[config.mk]
export PLATFORM = sky130hd
export DESIGN_NAME = keypad_digit_buffer
export DESIGN_NICKNAME = d
export VERILOG_FILES = /design/src/rtl/keypad_digit_buffer_pkg.sv /design/src/rtl/keypad_digit_buffer_scan_tick.sv /design/src/rtl/keypad_digit_buffer.sv
export SDC_FILE = /design/constraint.sdc
export NUM_CORES = 1
export LEC_CHECK = 0
export CAP_MARGIN = 5
export CORE_MARGIN = 2
export CORE_UTILIZATION = 52
export CTS_CLUSTER_SIZE = 30
export DETAILED_ROUTE_END_ITERATION = 6
export GPL_TIMING_DRIVEN = 0
export PLACE_DENSITY = 0.79
export RECOVER_POWER = 100
export SLEW_MARGIN = 20
export SYNTH_ARGS = -nofsm -noshare
export SYNTH_HDL_FRONTEND = slang
export SYNTH_HIERARCHICAL = 1
export SYNTH_SLANG_ARGS = --single-unit
[constraint.sdc]
create_clock -name clk -period 1.95 [get_ports clk]
set_input_delay 0.4875 -clock clk [delete_from_list [all_inputs] [get_ports clk]]
set_output_delay 0.4875 -clock clk [all_outputs]
set_load 0.01 [all_outputs]
[src/rtl/keypad_digit_buffer_pkg.sv]
// Shared definitions for the keypad input stage: FSM states, keypad idle/reset patterns
// and small helpers for decoding active-low row/column vectors.
package keypad_digit_buffer_pkg;

  localparam int         DIGIT_W   = 4;
  localparam logic [3:0] KB_IDLE   = 4'b1111;
  localparam logic [3:0] COL_RESET = 4'b1110;

  typedef enum logic [1:0] {
    ST_SCAN       = 2'd0,
    ST_PRESS_DB   = 2'd1,
    ST_ACCEPT     = 2'd2,
    ST_RELEASE_DB = 2'd3
  } kb_state_e;

  // Position of the lowest zero bit; 0 when no bit is low.
  function automatic logic [1:0] low_index(input logic [3:0] v);
    logic [1:0] idx;
    idx = 2'd0;
    for (int i = 3; i >= 0; i--) begin
      if (!v[i]) idx = 2'(i);
    end
    return idx;
  endfunction

  function automatic logic one_low(input logic [3:0] v);
    return (v == 4'b1110) || (v == 4'b1101) || (v == 4'b1011) || (v == 4'b0111);
  endfunction

endpackage

[src/rtl/keypad_digit_buffer_scan_tick.sv]
// Free-running slot prescaler; o_sample marks the last clk of each column slot.
module kb_scan_tick #(
  parameter int SCAN_DIV = 16
) (
  input  logic clk,
  input  logic rst,
  output logic o_sample
);

  localparam int CW = (SCAN_DIV > 1) ? $clog2(SCAN_DIV) : 1;
  localparam logic [CW-1:0] CNT_LAST = CW'(SCAN_DIV - 1);

  logic [CW-1:0] r_cnt;

  always_ff @(posedge clk or posedge rst) begin
    if (rst) begin
      r_cnt <= '0;
    end else if (r_cnt == CNT_LAST) begin
      r_cnt <= '0;
    end else begin
      r_cnt <= r_cnt + CW'(1);
    end
  end

  assign o_sample = (r_cnt == CNT_LAST);

endmodule

[src/rtl/keypad_digit_buffer.sv]
// Keypad scanner with press/release debounce feeding a shift buffer of hex digits.
// NUM_DIGITS is expected in 2..7 (digit count output is 3 bits).
//
//   state         | meaning
//   ST_SCAN       | walking columns, waiting for exactly one low row
//   ST_PRESS_DB   | column held, counting identical row samples
//   ST_ACCEPT     | key_valid high for one clk; buffer pushed at end of this clk
//   ST_RELEASE_DB | counting idle row samples before scanning resumes
module keypad_digit_buffer
  import keypad_digit_buffer_pkg::*;
#(
  parameter int SCAN_DIV       = 16,
  parameter int DEBOUNCE_SCANS = 4,
  parameter int NUM_DIGITS     = 4
) (
  input  logic                          clk,
  input  logic                          rst,
  input  logic [3:0]                    i_kb_row,
  input  logic                          i_clr,
  output logic [3:0]                    o_kb_col,
  output logic [DIGIT_W*NUM_DIGITS-1:0] o_digit_buf,
  output logic [2:0]                    o_digit_cnt,
  output logic                          o_key_valid,
  output logic [3:0]                    o_key_code,
  output logic                          o_overflow
);

  localparam int BUF_W = DIGIT_W * NUM_DIGITS;
  localparam int MW    = (DEBOUNCE_SCANS > 1) ? $clog2(DEBOUNCE_SCANS) : 1;
  localparam logic [MW-1:0] MATCH_LAST = MW'(DEBOUNCE_SCANS - 1);
  localparam logic [2:0]    CNT_FULL   = 3'(NUM_DIGITS);

  logic             w_sample;
  logic [3:0]       w_code;
  logic             w_full;
  logic [3:0]       r_row_meta;
  logic [3:0]       r_row_sync;
  kb_state_e        r_state;
  logic [3:0]       r_col;
  logic [3:0]       r_row_lat;
  logic [MW-1:0]    r_match;
  logic             r_key_valid;
  logic [3:0]       r_key_code;
  logic             r_ovf_pend;
  logic [BUF_W-1:0] r_buf;
  logic [2:0]       r_cnt;

  kb_scan_tick #(.SCAN_DIV(SCAN_DIV)) u_tick (
    .clk      (clk),
    .rst      (rst),
    .o_sample (w_sample)
  );

  always_ff @(posedge clk or posedge rst) begin
    if (rst) begin
      r_row_meta <= KB_IDLE;
      r_row_sync <= KB_IDLE;
    end else begin
      r_row_meta <= i_kb_row;
      r_row_sync <= r_row_meta;
    end
  end

  assign w_code = {low_index(r_row_sync), low_index(r_col)};
  assign w_full = (r_cnt == CNT_FULL);

  always_ff @(posedge clk or posedge rst) begin
    if (rst) begin
      r_state     <= ST_SCAN;
      r_col       <= COL_RESET;
      r_row_lat   <= KB_IDLE;
      r_match     <= '0;
      r_key_valid <= 1'b0;
      r_key_code  <= 4'h0;
      r_ovf_pend  <= 1'b0;
    end else begin
      r_key_valid <= 1'b0;
      r_ovf_pend  <= 1'b0;
      case (r_state)
        ST_SCAN: begin
          if (w_sample) begin
            if (one_low(r_row_sync)) begin
              r_row_lat <= r_row_sync;
              r_match   <= MW'(1);
              if (DEBOUNCE_SCANS == 1) begin
                r_state     <= ST_ACCEPT;
                r_key_valid <= 1'b1;
                r_key_code  <= w_code;
                r_ovf_pend  <= w_full && !i_clr;
              end else begin
                r_state <= ST_PRESS_DB;
              end
            end else begin
              r_col <= {r_col[2:0], r_col[3]};
            end
          end
        end
        ST_PRESS_DB: begin
          if (w_sample) begin
            if (r_row_sync == r_row_lat) begin
              if (r_match == MATCH_LAST) begin
                r_state     <= ST_ACCEPT;
                r_key_valid <= 1'b1;
                r_key_code  <= w_code;
                r_ovf_pend  <= w_full && !i_clr;
              end else begin
                r_match <= r_match + MW'(1);
              end
            end else begin
              r_state <= ST_SCAN;
            end
          end
        end
        ST_ACCEPT: begin
          r_state <= ST_RELEASE_DB;
          r_match <= '0;
        end
        ST_RELEASE_DB: begin
          if (w_sample) begin
            if (r_row_sync == KB_IDLE) begin
              if (r_match == MATCH_LAST) begin
                r_state <= ST_SCAN;
                r_col   <= {r_col[2:0], r_col[3]};
              end else begin
                r_match <= r_match + MW'(1);
              end
            end else begin
              r_match <= '0;
            end
          end
        end
        default: r_state <= ST_SCAN;
      endcase
    end
  end

  // The push happens as ACCEPT ends, so a clr during ACCEPT discards the key.
  always_ff @(posedge clk or posedge rst) begin
    if (rst) begin
      r_buf <= '0;
      r_cnt <= 3'd0;
    end else if (i_clr) begin
      r_buf <= '0;
      r_cnt <= 3'd0;
    end else if (r_state == ST_ACCEPT) begin
      r_buf <= {r_buf[BUF_W-DIGIT_W-1:0], r_key_code};
      if (!w_full) r_cnt <= r_cnt + 3'd1;
    end
  end

  assign o_kb_col    = r_col;
  assign o_digit_buf = r_buf;
  assign o_digit_cnt = r_cnt;
  assign o_key_valid = r_key_valid;
  assign o_key_code  = r_key_code;
  assign o_overflow  = r_ovf_pend & ~i_clr;

endmodule
==> results of run 1 <==
## timing repair
| action | 4_1_cts | 5_1_grt |
|---|---|---|
| buffers inserted | 0 | 1 |
| setup endpoints to repair | 1 | 6 |
| gates resized for setup | 1 | 3 |
| pin swaps | 0 | 1 |
## logic make-up (layout without fill, tap and decap cells)
kind of cell | count (synthesis) | in the layout | synth area share
AO/OA/AOI/OAI | 40 | 40 | 0.108
XOR/XNOR | 7 | 7 | 0.0362
adder cells (fa/ha/maj) | 3 | 3 | 0.0178
buffers and inverters | 19 | 64 | 0.0440
flip-flops | 49 | 49 | 0.591
multiplexers | 8 | 8 | 0.0428
AND/OR/NAND/NOR | 72 | 72 | 0.160
## metal layers
layer	share of wire	GRT usage
met3	0.048	0.0533
met2	0.49	0.317
met1	0.44	0.249
met4	0.015	0.0612
met5	0	0
## final cells by class
type / count / area, sq um
Clock inverter: 2 / 38.8
Inverter: 10 / 37.5
Tap cell: 50 / 62.6
Clock buffer: 6 / 72.6
Sequential cell: 49 / 1240
Multi-Input combinational cell: 130 / 772
Fill cell: 310 / 1290
Buffer: 9 / 58.8
Timing Repair Buffer: 37 / 364
## registers in the layout, indices dropped and copies added, names as in the netlist, named ones only
register      cells
o_digit_buf      16
o_digit_cnt       3
o_kb_col          4
o_key_code        4
o_key_valid       1
r_match           2
r_ovf_pend        1
r_row_lat         4
r_row_meta        4
r_row_sync        4
r_state           1
u_tick/r_cnt      4
## final timing paths
path	startpoint	endpoint	depth (start not counted)
worst max-delay path	o_kb_col[1]$_DFFE_PP1P_	o_kb_col[1]	1
worst min-delay path	r_row_meta[3]$_DFF_PP1_	r_row_sync[3]$_DFF_PP1_	0
worst max register to register	r_row_sync[3]$_DFF_PP1_	o_key_code[3]$_DFFE_PP0P_	6
worst min register to register	r_row_meta[3]$_DFF_PP1_	r_row_sync[3]$_DFF_PP1_	0
max in group asynchronous	rst	async pin	3
min in group asynchronous	rst	u_tick/r_cnt[3]$_DFF_PP0_	2
## placed cells by master, fill, tap and decap left out, drive strengths merged, types with 2 or more instances in the layout
master         synthesis  final
nand2                 47     47
dfrtp                 34     34
dlygate4sd3            0     28
a21oi                 20     20
dfstp                 15     15
clkbuf                 4     11
inv                   10     10
o21ai                 10     10
mux2                   8      8
xnor2                  6      6
buf                    5      6
clkdlybuf4s50          0      5
nor3                   5      5
a31oi                  4      4
nand4                  3      3
nor2                   3      3
nand3                  3      3
ha                     3      3
nor2b                  2      2
nand4b                 2      2
a21o                   2      2
## where the power goes
part           switching [mW]  total, mW  leakage (nW)  internal (mW)
sequential             0.0381       1.10         0.623           1.07
combinational          0.0726      0.141         0.523         0.0683
clock                   0.324      0.709        0.0554          0.385
total                   0.434       1.95          1.20           1.52
==> flow_summary.toml, run 1 <==
[run_status]
outcome = "complete, no violations"

[detailed_routing]
detail_route.wirelength_microns = 3760
final_antenna_net_count = 0
wl_per_cell_microns = 12.8
detailedRoute.firstPassIterationCount = 4
first_iter_violations = 111
vias = 1533
detail_route.drc_violations = 0
drt-vias-per-instance = 5.23

[finish]
final_cell_area_sq_mm = 0.00265
final_core_util = 0.672
layout-area-overhead-vs-synth_pct = 25.9
antenna_cells = 0
post_layout_nonfiller_instances = 293
design.final.nets = 252
post_route_cells_drive_above_1_share = 0.177

[grt]
grt.total_usage = 0.194
grt_max_degree = 28
antenna_violations_before_repair = 0
first_global_vias = 1437
grt_first_pass_wirelength_microns = 6560
grt-ovfl-total = 0

[timing]
min_period_over_period = 0.975
slew_headroom = 0.549
timing.clock.skew_ns = 0.00975
grt_setup_unrepaired = "yes"
layout_setup_ws_ns = 0.0497
setup_viol = 0
finalWorstPathRequiredPeriod_ns = 1.90
fmaxAchievable_mhz = 526
hold_viol_final = 0
timing.final.max_slew_violations = 0
fin_worst_hold_slack_ns = 0.359
worst-slew-pin-transition_ns = 0.676
setup_tns_ns = 0

[clock_tree]
clkSlewWorstSetupHoldPaths_ns = 0.09
clock_sinks = 49
ctsHoldBuffers = 0
tritoncts = "yes"
cts_max_path_buffers = 2
clk_latency_ns = 0.30
cts_inserted_buffers = 5
cts.htree.levels = 2
clockRootBuffer = "sky130_fd_sc_hd__clkbuf_8"

[worst_setup_path]
crit_family = "flip-flops"
critPathArrivalTime_ns = 1.41
regToRegSetupSlack_ns = 0.06
criticalPathCategory = "reg2out"
timing.critical_path.to_type = "primary output"
slowest_stage = "sky130_fd_sc_hd__dfstp_2"
critPathMaxStageDelay_ns = 0.57
critical_path_peak_fanout = 5
startpoint_type = "flip-flop"
critical_path_buffers_and_inverters = 1
worstPathRequired_ns = 1.46
crit_path_cell_trace = "clkdlybuf4s50_1"

[synthesis]
synth_common_cells = "sky130_fd_sc_hd__nand2_1, sky130_fd_sc_hd__dfrtp_1, sky130_fd_sc_hd__a21oi_1, sky130_fd_sc_hd__dfstp_2, sky130_fd_sc_hd__inv_1"
synth_most_common_cell = "sky130_fd_sc_hd__nand2_1"
synthesis.yosys.warnings = 6
netlist-cell-type-count = 37
synth-async-reset-ratio = 1.00
netlist.area_leader.share = 0.404
proportion_of_synthesized_chip_area_in_sequential_cells = 0.591
number_of_cells_produced_by_synthesis = 198
synthTopCellsByArea = "sky130_fd_sc_hd__dfrtp_1, sky130_fd_sc_hd__dfstp_2, sky130_fd_sc_hd__nand2_1"
synth_flop_cell = "sky130_fd_sc_hd__dfrtp_1"
post_synth_instance_area_sq_mm = 0.00211
synth_top_area_cell = "sky130_fd_sc_hd__dfrtp_1"
register_bit_count_reported_by_yosys = 49
syn_area_per_cell_sq_um = 10.6
number_of_nets_produced_by_synthesis = 208
synth-edff-count = 0

[floorplan]
pin_count = 36
row_count = 23
die_w_microns = 67.6
floorplan.initialDensity = 0.534
design.core.area_sq_mm = 0.00394
floorplan.die.height_microns = 67.6
die_ar_sq_mm = 0.00457

[place]
placed_cell_area_sq_mm = 0.00254
pre_cts_slack_ns = -0.123
placed_cells = 284
gp_congestion = 0.756
dp_hpwl_microns = 2760
port-buffer-count = 35

[power_and_ir_drop]
leakage_nw = 1.20
finalPower_mw = 1.95
cellPowerDensity_mw_per_mm2 = 737
irDropWorstVdd_uv = 499

[job]
maxCapViolCount = 0

[min_path]
min-delay-path-class = "reg2reg"
No activity file was read; power rests on OpenSTA's default activity.
==> run 2: changes to the inputs <==
Settings changed: ABC_CLOCK_PERIOD_IN_PS set to 1950.
==> results of run 2 <==
The final DEF is identical to that of run 1; final timing and power are the same.
